`config.mk`:
```
export PLATFORM = sky130hd
export DESIGN_NAME = immgen_pipe
export DESIGN_NICKNAME = d
export VERILOG_FILES = /design/src/rtl/immgen_pipe.sv
export SDC_FILE = /design/constraint.sdc
export NUM_CORES = 1
export LEC_CHECK = 0
export BUFFER_PORTS_ARGS = -buffer_cell sky130_fd_sc_hd__buf_2
export CORE_MARGIN = 1
export CORE_UTILIZATION = 25
export CTS_BUF_LIST = sky130_fd_sc_hd__clkbuf_4
export CTS_CLUSTER_DIAMETER = 60
export DETAILED_ROUTE_END_ITERATION = 8
export GPL_TIMING_DRIVEN = 0
export PLACE_DENSITY_LB_ADDON = 0.12
export SLEW_MARGIN = 20
export SYNTH_ARGS = -nofsm -noshare
export SYNTH_HDL_FRONTEND = slang
export SYNTH_SLANG_ARGS = --single-unit
export TNS_END_PERCENT = 20
```
`constraint.sdc`:
```
create_clock -name clk -period 2.65 [get_ports clk]
set_input_delay 0.53 -clock clk [delete_from_list [all_inputs] [get_ports clk]]
set_output_delay 0.53 -clock clk [all_outputs]
set_load 0.03 [all_outputs]
```
`src/rtl/immgen_pipe.sv`:
```
// Decode-stage immediate generator with a registered valid/ready output stage.
// An output register plus one skid register let in_ready depend only on the
// stored occupancy, so consumer backpressure never reaches the producer
// combinationally. Each immediate is computed once, at acceptance time.
module immgen_pipe #(
  parameter int XLEN  = 32,
  parameter int TAG_W = 8
) (
  input  logic             clk,
  input  logic             rst_n,
  input  logic             flush,
  input  logic             in_valid,
  output logic             in_ready,
  input  logic [24:0]      instr,
  input  logic [2:0]       imm_sel,
  input  logic [TAG_W-1:0] in_tag,
  output logic             out_valid,
  input  logic             out_ready,
  output logic [XLEN-1:0]  imm,
  output logic [TAG_W-1:0] out_tag,
  output logic             imm_err
);

  // Occupancy of the two storage registers.
  typedef enum logic [1:0] {EMPTY, ONE, TWO} state_t;

  state_t            state, state_next;
  logic [XLEN-1:0]   imm_new;
  logic              err_new;
  logic [31:0]       sext32;
  logic              use_sext;
  logic              in_acc, out_acc;
  logic              load_or, load_sk, move_sk;
  logic [XLEN-1:0]   or_imm, sk_imm;
  logic [TAG_W-1:0]  or_tag, sk_tag;
  logic              or_err, sk_err;

  // instr carries instruction bits [31:7], so instruction bit k is instr[k-7].
  // Sign-extending formats are assembled as a 32-bit value and widened to XLEN.
  always_comb begin
    sext32   = '0;
    use_sext = 1'b1;
    imm_new  = '0;
    err_new  = 1'b0;
    case (imm_sel)
      3'b000: sext32 = {{21{instr[24]}}, instr[23:13]};
      3'b001: sext32 = {{21{instr[24]}}, instr[23:18], instr[4:0]};
      3'b010: sext32 = {{20{instr[24]}}, instr[0], instr[23:18], instr[4:1], 1'b0};
      3'b011,
      3'b101: sext32 = {instr[24:5], 12'b0};
      3'b100: sext32 = {{12{instr[24]}}, instr[12:5], instr[13], instr[23:14], 1'b0};
      3'b111: begin
        use_sext   = 1'b0;
        imm_new[4:0] = instr[17:13];
        if (XLEN == 64) imm_new[5] = instr[18];
      end
      default: begin
        use_sext = 1'b0;
        err_new  = 1'b1;
      end
    endcase
    if (use_sext) begin
      imm_new        = {XLEN{sext32[31]}};
      imm_new[31:0]  = sext32;
    end
  end

  // Ready/valid are decoded purely from the registered occupancy.
  assign in_ready  = (state != TWO);
  assign out_valid = (state != EMPTY);

  // Next occupancy and which registers load this cycle; flush overrides everything.
  always_comb begin
    state_next = state;
    load_or    = 1'b0;
    load_sk    = 1'b0;
    move_sk    = 1'b0;
    in_acc     = in_valid && in_ready && !flush;
    out_acc    = out_valid && out_ready;
    if (flush) begin
      state_next = EMPTY;
    end else begin
      case (state)
        EMPTY: begin
          if (in_acc) begin
            state_next = ONE;
            load_or    = 1'b1;
          end
        end
        ONE: begin
          if (in_acc && out_acc) begin
            load_or = 1'b1;
          end else if (in_acc) begin
            state_next = TWO;
            load_sk    = 1'b1;
          end else if (out_acc) begin
            state_next = EMPTY;
          end
        end
        TWO: begin
          if (out_acc) begin
            state_next = ONE;
            move_sk    = 1'b1;
          end
        end
        default: state_next = EMPTY;
      endcase
    end
  end

  // Occupancy register.
  always_ff @(posedge clk or negedge rst_n) begin
    if (!rst_n) state <= EMPTY;
    else        state <= state_next;
  end

  // Output and skid data registers; cleared on reset and flush so no stale data lingers.
  always_ff @(posedge clk or negedge rst_n) begin
    if (!rst_n) begin
      or_imm <= '0;
      or_tag <= '0;
      or_err <= 1'b0;
      sk_imm <= '0;
      sk_tag <= '0;
      sk_err <= 1'b0;
    end else if (flush) begin
      or_imm <= '0;
      or_tag <= '0;
      or_err <= 1'b0;
      sk_imm <= '0;
      sk_tag <= '0;
      sk_err <= 1'b0;
    end else begin
      if (move_sk) begin
        or_imm <= sk_imm;
        or_tag <= sk_tag;
        or_err <= sk_err;
      end else if (load_or) begin
        or_imm <= imm_new;
        or_tag <= in_tag;
        or_err <= err_new;
      end
      if (load_sk) begin
        sk_imm <= imm_new;
        sk_tag <= in_tag;
        sk_err <= err_new;
      end
    end
  end

  assign imm     = or_imm;
  assign out_tag = or_tag;
  assign imm_err = or_err;

endmodule
```
==> flow_metrics.env, run 1 <==
export IMPL_outcome="complete, no violations"
export IMPL_cap_violations=0
export IMPL_crit_buf_inv=1
export IMPL_grt_pass1_wl_um=22800
export IMPL_insertion_delay_ns=0.47
export IMPL_synthTopCellsByArea="dfrtp_1 49%, nand2_1 6.6%, nand3_1 5.0%"
export IMPL_r2r_start="state[1]"
export IMPL_cp_data_arrival_time_ns=1.45
export IMPL_whs_path_depth=3
export IMPL_numCtsBuffers=9
export IMPL_cts_sinks=84
export IMPL_grt_pass1_vias=3851
export IMPL_crit_slowest_cell="dfrtp_1"
export IMPL_p_sw_share_pct=32.5
export IMPL_worst_slack_ns=0.669
export IMPL_p_comb_share_pct=20.9
export IMPL_grt_usage_pct=17.0
export IMPL_synth_most_common_cell="dfrtp_1"
export IMPL_finalNonFillerCells=774
export IMPL_required_ns=2.12
export IMPL_hp_start="in_tag[1]"
export IMPL_synth_seq_area_share_pct=49.0
export IMPL_wl_per_cell_um=18.6
export IMPL_synth_ff_type="dfrtp_1"
export IMPL_crit_fanout=9
export IMPL_ant_nets=0
export IMPL_p_clk_share_pct=28.0
export IMPL_hold_ws_ns=0.273
export IMPL_die_width_um=133
export IMPL_initial_utilization_pct=25.7
export IMPL_synth_ff_latch_count=84
export IMPL_end_kind="output port"
export IMPL_route_detailed_drc=0
export IMPL_core_area_sq_um=16700
export IMPL_period_needed_ns=1.98
export IMPL_p_sw_mw=0.883
export IMPL_pre_cts_ws_ns=0.504
export IMPL_synth_edff_count=0
export IMPL_timing_rr_end="sk_imm[17]"
export IMPL_r2r_slack_ns=0.74
export IMPL_vias_per_cell=5.08
export IMPL_io_buffers=79
export IMPL_max_slew_margin_rel_pct=52.9
export IMPL_hold_path_class="input pin to flop"
export IMPL_reg2reg_depth=5
export IMPL_ir_drop_mv=0.279
export IMPL_crit_family="flip-flops"
export IMPL_dp_cells=756
export IMPL_power_frac_seq_pct=51.1
export IMPL_path_class="flop to output port"
export IMPL_fmax_mhz=505
export IMPL_synthTopCellsByCount="84 x dfrtp_1, 75 x nand2_1, 43 x nand3_1"
export IMPL_grt_max_degree=60
export IMPL_tns_ns=0
export IMPL_clk_root_buffer_cell="clkbuf_4"
export IMPL_dp_final_hpwl_um=10200
export IMPL_antenna_found_initial=1
export IMPL_cts_buffer_depth=2
export IMPL_crit_chain="or2_2 -> buf_2"
export IMPL_drive_gt1_share_pct=24.8
export IMPL_synth_largest_area_cell="dfrtp_1"
export IMPL_drv_slew=0
export IMPL_worst_pin_slew_ns=0.703
export IMPL_cp_start_kind="flop"
export IMPL_synth_top_area_share_pct=49.0
export IMPL_utilization_pct=30.8
export IMPL_fillers=1803
export IMPL_power_total_mw=2.71
export IMPL_grt_ovfl_total=0
export IMPL_die_area_sq_um=17700
export IMPL_setup_viol=0
export IMPL_ys_warnings_count=0
export IMPL_vias=3930
export IMPL_skew_ns=0.0184
export IMPL_row_count=47
export IMPL_nNetsFinal=589
export IMPL_power_density_nw_per_um2=527
export IMPL_hold_end="sk_tag[1]"
export IMPL_fin_crit_sh_pct=74.7
export IMPL_syn_area_sq_um=4290
export IMPL_cellLeakagePower_nw=2.40
export IMPL_async_flop_share_pct=100
export IMPL_synth_avg_cell_area_sq_um=9.41
export IMPL_die_y_um=133
export IMPL_hold_violations=0
export IMPL_gp_congestion=0.742
export IMPL_clkTransAtPathRegs_ns=0.13
export IMPL_post_cts_setup_buffers=0
export IMPL_p_int_mw=1.83
export IMPL_area_delta_synth_final_pct=19.9
export IMPL_rsz0062_at_grt="false"
export IMPL_cts_tree="yes"
export IMPL_final_area_sq_um=5140
export IMPL_cpPeakStageDelay_ns=0.48
export IMPL_drt_pass1_iter_count=5
export IMPL_place_area_sq_um=5000
export IMPL_finalWirelength_um=14400
export IMPL_synth_cell_types=47
export IMPL_syn_inst=456
export IMPL_drtIter0Drc=207
export IMPL_htree_levels=3
export IMPL_synth_fp_nets=497
export IMPL_boundaryPins=84
==> cell families (layout without fill, tap and decap cells) <==
kind of cell	count (synthesis)	after routing	share of synthesized area [%]
buffers and inverters	47	144	5.89
XOR/XNOR	1	1	0.204
AO/OA/AOI/OAI	149	149	24.1
AND/OR/NAND/NOR	164	164	18.3
adder cells (fa/ha/maj)	1	1	0.233
other	0	1	0
flip-flops	84	84	49.0
multiplexers	10	10	2.33
==> registers in the layout, summed over array words and instances, names as in the netlist <==
name and count:
out_tag 8, state 2, sk_imm 32, sk_tag 8, imm 32, imm_err 1
sk_err 1
==> worst reg2reg max path, delay by kind of cell (launching register included) <==
kind                   cells  cell delay, ns
buffers and inverters      1            0.37
AND/OR/NAND/NOR            4            1.00
flip-flops                 1            0.49
==> placed cells by master (no fill, tap or decap), drive strengths merged, types with 3 or more instances in the layout <==
cell type    n
nor3         3
mux2i       10
nand3       44
nor2        14
a22oi       15
nand2       75
o21ai       41
a22o         9
a221oi       5
a21o        10
o221ai       9
a32o         6
dfrtp       84
o31ai       25
nor3b        7
buf        112
clkbuf      24
nand2b       9
a21oi       22
==> how the worst max path moves through the flow <==
stage               startpoint    endpoint  slack, ns  cells past startpoint
detailed placement       flush     imm[18]       0.50                      6
CTS                   state[1]   out_valid       0.63                      2
global placement         rst_n  sk_imm[25]       0.17                      1
floorplan                flush     imm[21]       0.95                      6
finish                state[0]   out_valid       0.67                      2
global route          state[1]   out_valid       0.59                      2
==> per-layer routing <==
metal | up-vias | track usage, % | share of wire (%)
met5 | - | 0 | 0
met4 | 0 | 4.09 | 1.1
met3 | 11 | 4.33 | 4.7
met2 | 109 | 27.3 | 47
met1 | 1957 | 22.8 | 47
li1 | 1853 | - | -
==> layout make-up <==
class | instances | area (sq um) | share of cell area, %
Multi-Input combinational cell | 325 | 1940 | 37.7
Antenna cell | 1 | 2.50 | 0.0486
Buffer | 45 | 245 | 4.77
Clock buffer | 11 | 82.6 | 1.61
Inverter | 2 | 7.51 | 0.146
Timing Repair Buffer | 81 | 439 | 8.54
Tap cell | 220 | 275 | 5.35
Sequential cell | 84 | 2100 | 40.9
Clock inverter | 5 | 52.6 | 1.02
==> timing repair <==
item,in CTS,in global routing
hold buffers,1,0
gates resized for setup,0,0
hold endpoints to repair,25,0
==> power by group through the flow <==
| stage | registers (mW) | clock network (mW) | logic, mW |
|---|---|---|---|
| 6_report | 1.39 | 0.760 | 0.567 |
| 2_1_floorplan | 1.51 | 0 | 0.244 |
| 4_1_cts | 1.39 | 0.802 | 0.576 |
| 5_1_grt | 1.40 | 0.850 | 0.619 |
| 3_3_place_gp | 1.41 | 0 | 0.562 |
| 3_5_place_dp | 1.41 | 0 | 0.572 |
Power figures use the tool's default switching activity.
==> run 2, diff against run 1 <==
==> constraint.sdc (replaced) <==
create_clock -name clk -period 1.7 [get_ports clk]
set_input_delay 0.34 -clock clk [delete_from_list [all_inputs] [get_ports clk]]
set_output_delay 0.34 -clock clk [all_outputs]
set_load 0.03 [all_outputs]
==> run 2 against run 1 <==
  * The flow now finishes with violations (negative setup slack)
  * Total power grew 58%
  * Worst hold slack worse by 0.19 ns
  * Sequential cell count did not move
  * Combinational power increased by 65%
  * Non-clock buffer count increased by 10
  * Sequential share of layout area is 1.8 points lower
  * Routed wire length grew 1.7%
  * First-iteration DRC count grew 9.2%
  * Design area rose by 4.6%
  * Sequential power increased by 55%
  * Critical path type is now flop to flop
  * Largest cell class unchanged
  * Largest power group unchanged
==> flow_metrics.env, run 2 (same netlist as run 1, synthesis figures left out) <==
export IMPL_outcome="finished, violations left"
export IMPL_failed_checks="negative setup slack"
export IMPL_dp_final_hpwl_um=10200
export IMPL_tns_ns=-0.112
export IMPL_ir_drop_mv=0.433
export IMPL_place_area_sq_um=5000
export IMPL_die_area_sq_um=17700
export IMPL_final_cell_mix="92 x buf_2, 82 x dfrtp_1, 74 x nand2_1"
export IMPL_finalWirelength_um=14700
export IMPL_route_detailed_drc=0
export IMPL_vias_per_cell=5.05
export IMPL_end_kind="flop"
export IMPL_fin_crit_sh_pct=102
export IMPL_cp_data_arrival_time_ns=2.10
export IMPL_grt_max_degree=60
export IMPL_clkTransAtPathRegs_ns=0.14
export IMPL_drive_gt1_share_pct=29.1
export IMPL_worst_pin_slew_ns=0.658
export IMPL_cpPeakStageDelay_ns=0.49
export IMPL_grt_pass1_vias=3873
export IMPL_path_class="flop to flop"
export IMPL_hold_violations=0
export IMPL_htree_levels=3
export IMPL_setup_viol=11
export IMPL_drv_slew=0
export IMPL_power_total_mw=4.28
export IMPL_grt_usage_pct=17.1
export IMPL_cts_sinks=84
export IMPL_p_sw_share_pct=32.5
export IMPL_core_area_sq_um=16700
export IMPL_die_width_um=133
export IMPL_rsz0062_at_grt="true"
export IMPL_cp_start_kind="flop"
export IMPL_cap_violations=0
export IMPL_ant_nets=0
export IMPL_grt_pass1_wl_um=22900
export IMPL_boundaryPins=84
export IMPL_skew_ns=0.0198
export IMPL_required_ns=2.07
export IMPL_worst_slack_ns=-0.0264
export IMPL_fmax_mhz=579
export IMPL_vias=3963
export IMPL_max_slew_margin_rel_pct=55.8
export IMPL_initial_utilization_pct=25.7
export IMPL_wl_per_cell_um=18.7
export IMPL_crit_fanout=11
export IMPL_cts_buffer_depth=2
export IMPL_clk_root_buffer_cell="clkbuf_4"
export IMPL_grt_ovfl_total=0
export IMPL_cellLeakagePower_nw=2.51
export IMPL_area_delta_synth_final_pct=25.4
export IMPL_hold_path_class="input pin to flop"
export IMPL_crit_slowest_cell="dfrtp_2"
export IMPL_p_clk_share_pct=27.7
export IMPL_crit_chain="nand3b_1 -> or3_1 -> buf_6 -> buf_12 -> clkbuf_16 -> nand3_1 -> nand2_1"
export IMPL_gp_congestion=0.742
export IMPL_row_count=47
export IMPL_power_frac_seq_pct=50.5
export IMPL_drt_pass1_iter_count=5
export IMPL_io_buffers=79
export IMPL_insertion_delay_ns=0.47
export IMPL_cts_tree="yes"
export IMPL_layout_commonest_cell="buf_2"
export IMPL_period_needed_ns=1.73
export IMPL_p_comb_share_pct=21.8
export IMPL_p_int_mw=2.89
export IMPL_numCtsBuffers=9
export IMPL_die_y_um=133
export IMPL_antenna_found_initial=1
export IMPL_final_area_sq_um=5380
export IMPL_p_sw_mw=1.39
export IMPL_power_density_nw_per_um2=795
export IMPL_nNetsFinal=599
export IMPL_drtIter0Drc=226
==> run 2: stage by stage <==
stage	instances	setup WS, ns	hold slack [ns]	util (%)
after global placement	755	-0.586	0.462	29.7
after detailed placement	756	-0.256	0.229	29.9
after global routing	784	-0.103	0.0316	32.2
after CTS	777	-0.0312	0.0441	31.4
after floorplan	456	0.115	0.0444	-
final	784	-0.0264	0.0856	32.2
==> run 2: path summary, 6_finish.rpt <==
path | endpoint | slack, ns | cells after the start | from
hold reg to reg | imm[12] | 0.49 | 2 | imm[12]
setup reg to reg | sk_imm[15] | -0.03 | 7 | state[1]
setup / recovery | sk_imm[15] | -0.03 | 7 | state[1]
max in group asynchronous | imm[9] | 0.79 | 3 | rst_n
min in group asynchronous | imm[14] | 0.28 | 2 | rst_n
hold / removal | sk_tag[4] | 0.09 | 3 | in_tag[4]
==> run 2: layer usage <==
layer  up-vias  wire [um]  track usage [%]
met4         0        192             4.92
met3        14        636             4.33
met5         -          0                0
met2        98       6900             27.0
met1      1976       6930             23.1
li1       1875          -                -
==> run 2: worst max-delay path, delay by kind of cell (launching register included) <==
kind	cells	cell delay, ns
buffers and inverters	3	0.45
AND/OR/NAND/NOR	4	0.68
flip-flops	1	0.49
==> run 2: layout make-up <==
class	count	area, sq um
fill	1788	11300
sequential	84	2100
inverter	2	7.51
antenna	1	2.50
clock buffer	11	82.6
buffer	44	302
multi-input combinational	325	1990
timing repair buffer	92	567
tap	220	275
clock inverter	5	52.6
==> run 2: power groups by stage <==
| stage | Clock (mW) | Sequential, mW | Combinational, mW |
|---|---|---|---|
| floorplan | 0 | 2.35 | 0.381 |
| global placement | 0 | 2.20 | 0.877 |
| detailed placement | 0 | 2.20 | 0.891 |
| CTS | 1.25 | 2.16 | 0.922 |
| global route | 1.33 | 2.18 | 1.02 |
| finish | 1.18 | 2.16 | 0.933 |
==> run 2: timing repair <==
item	4_1_cts	5_1_grt
pin swaps	12	14
hold endpoints to repair	25	0
buffers inserted	5	4
hold buffers	1	0
resized for setup	25	21
setup endpoints to repair	77	76
cloned	0	2
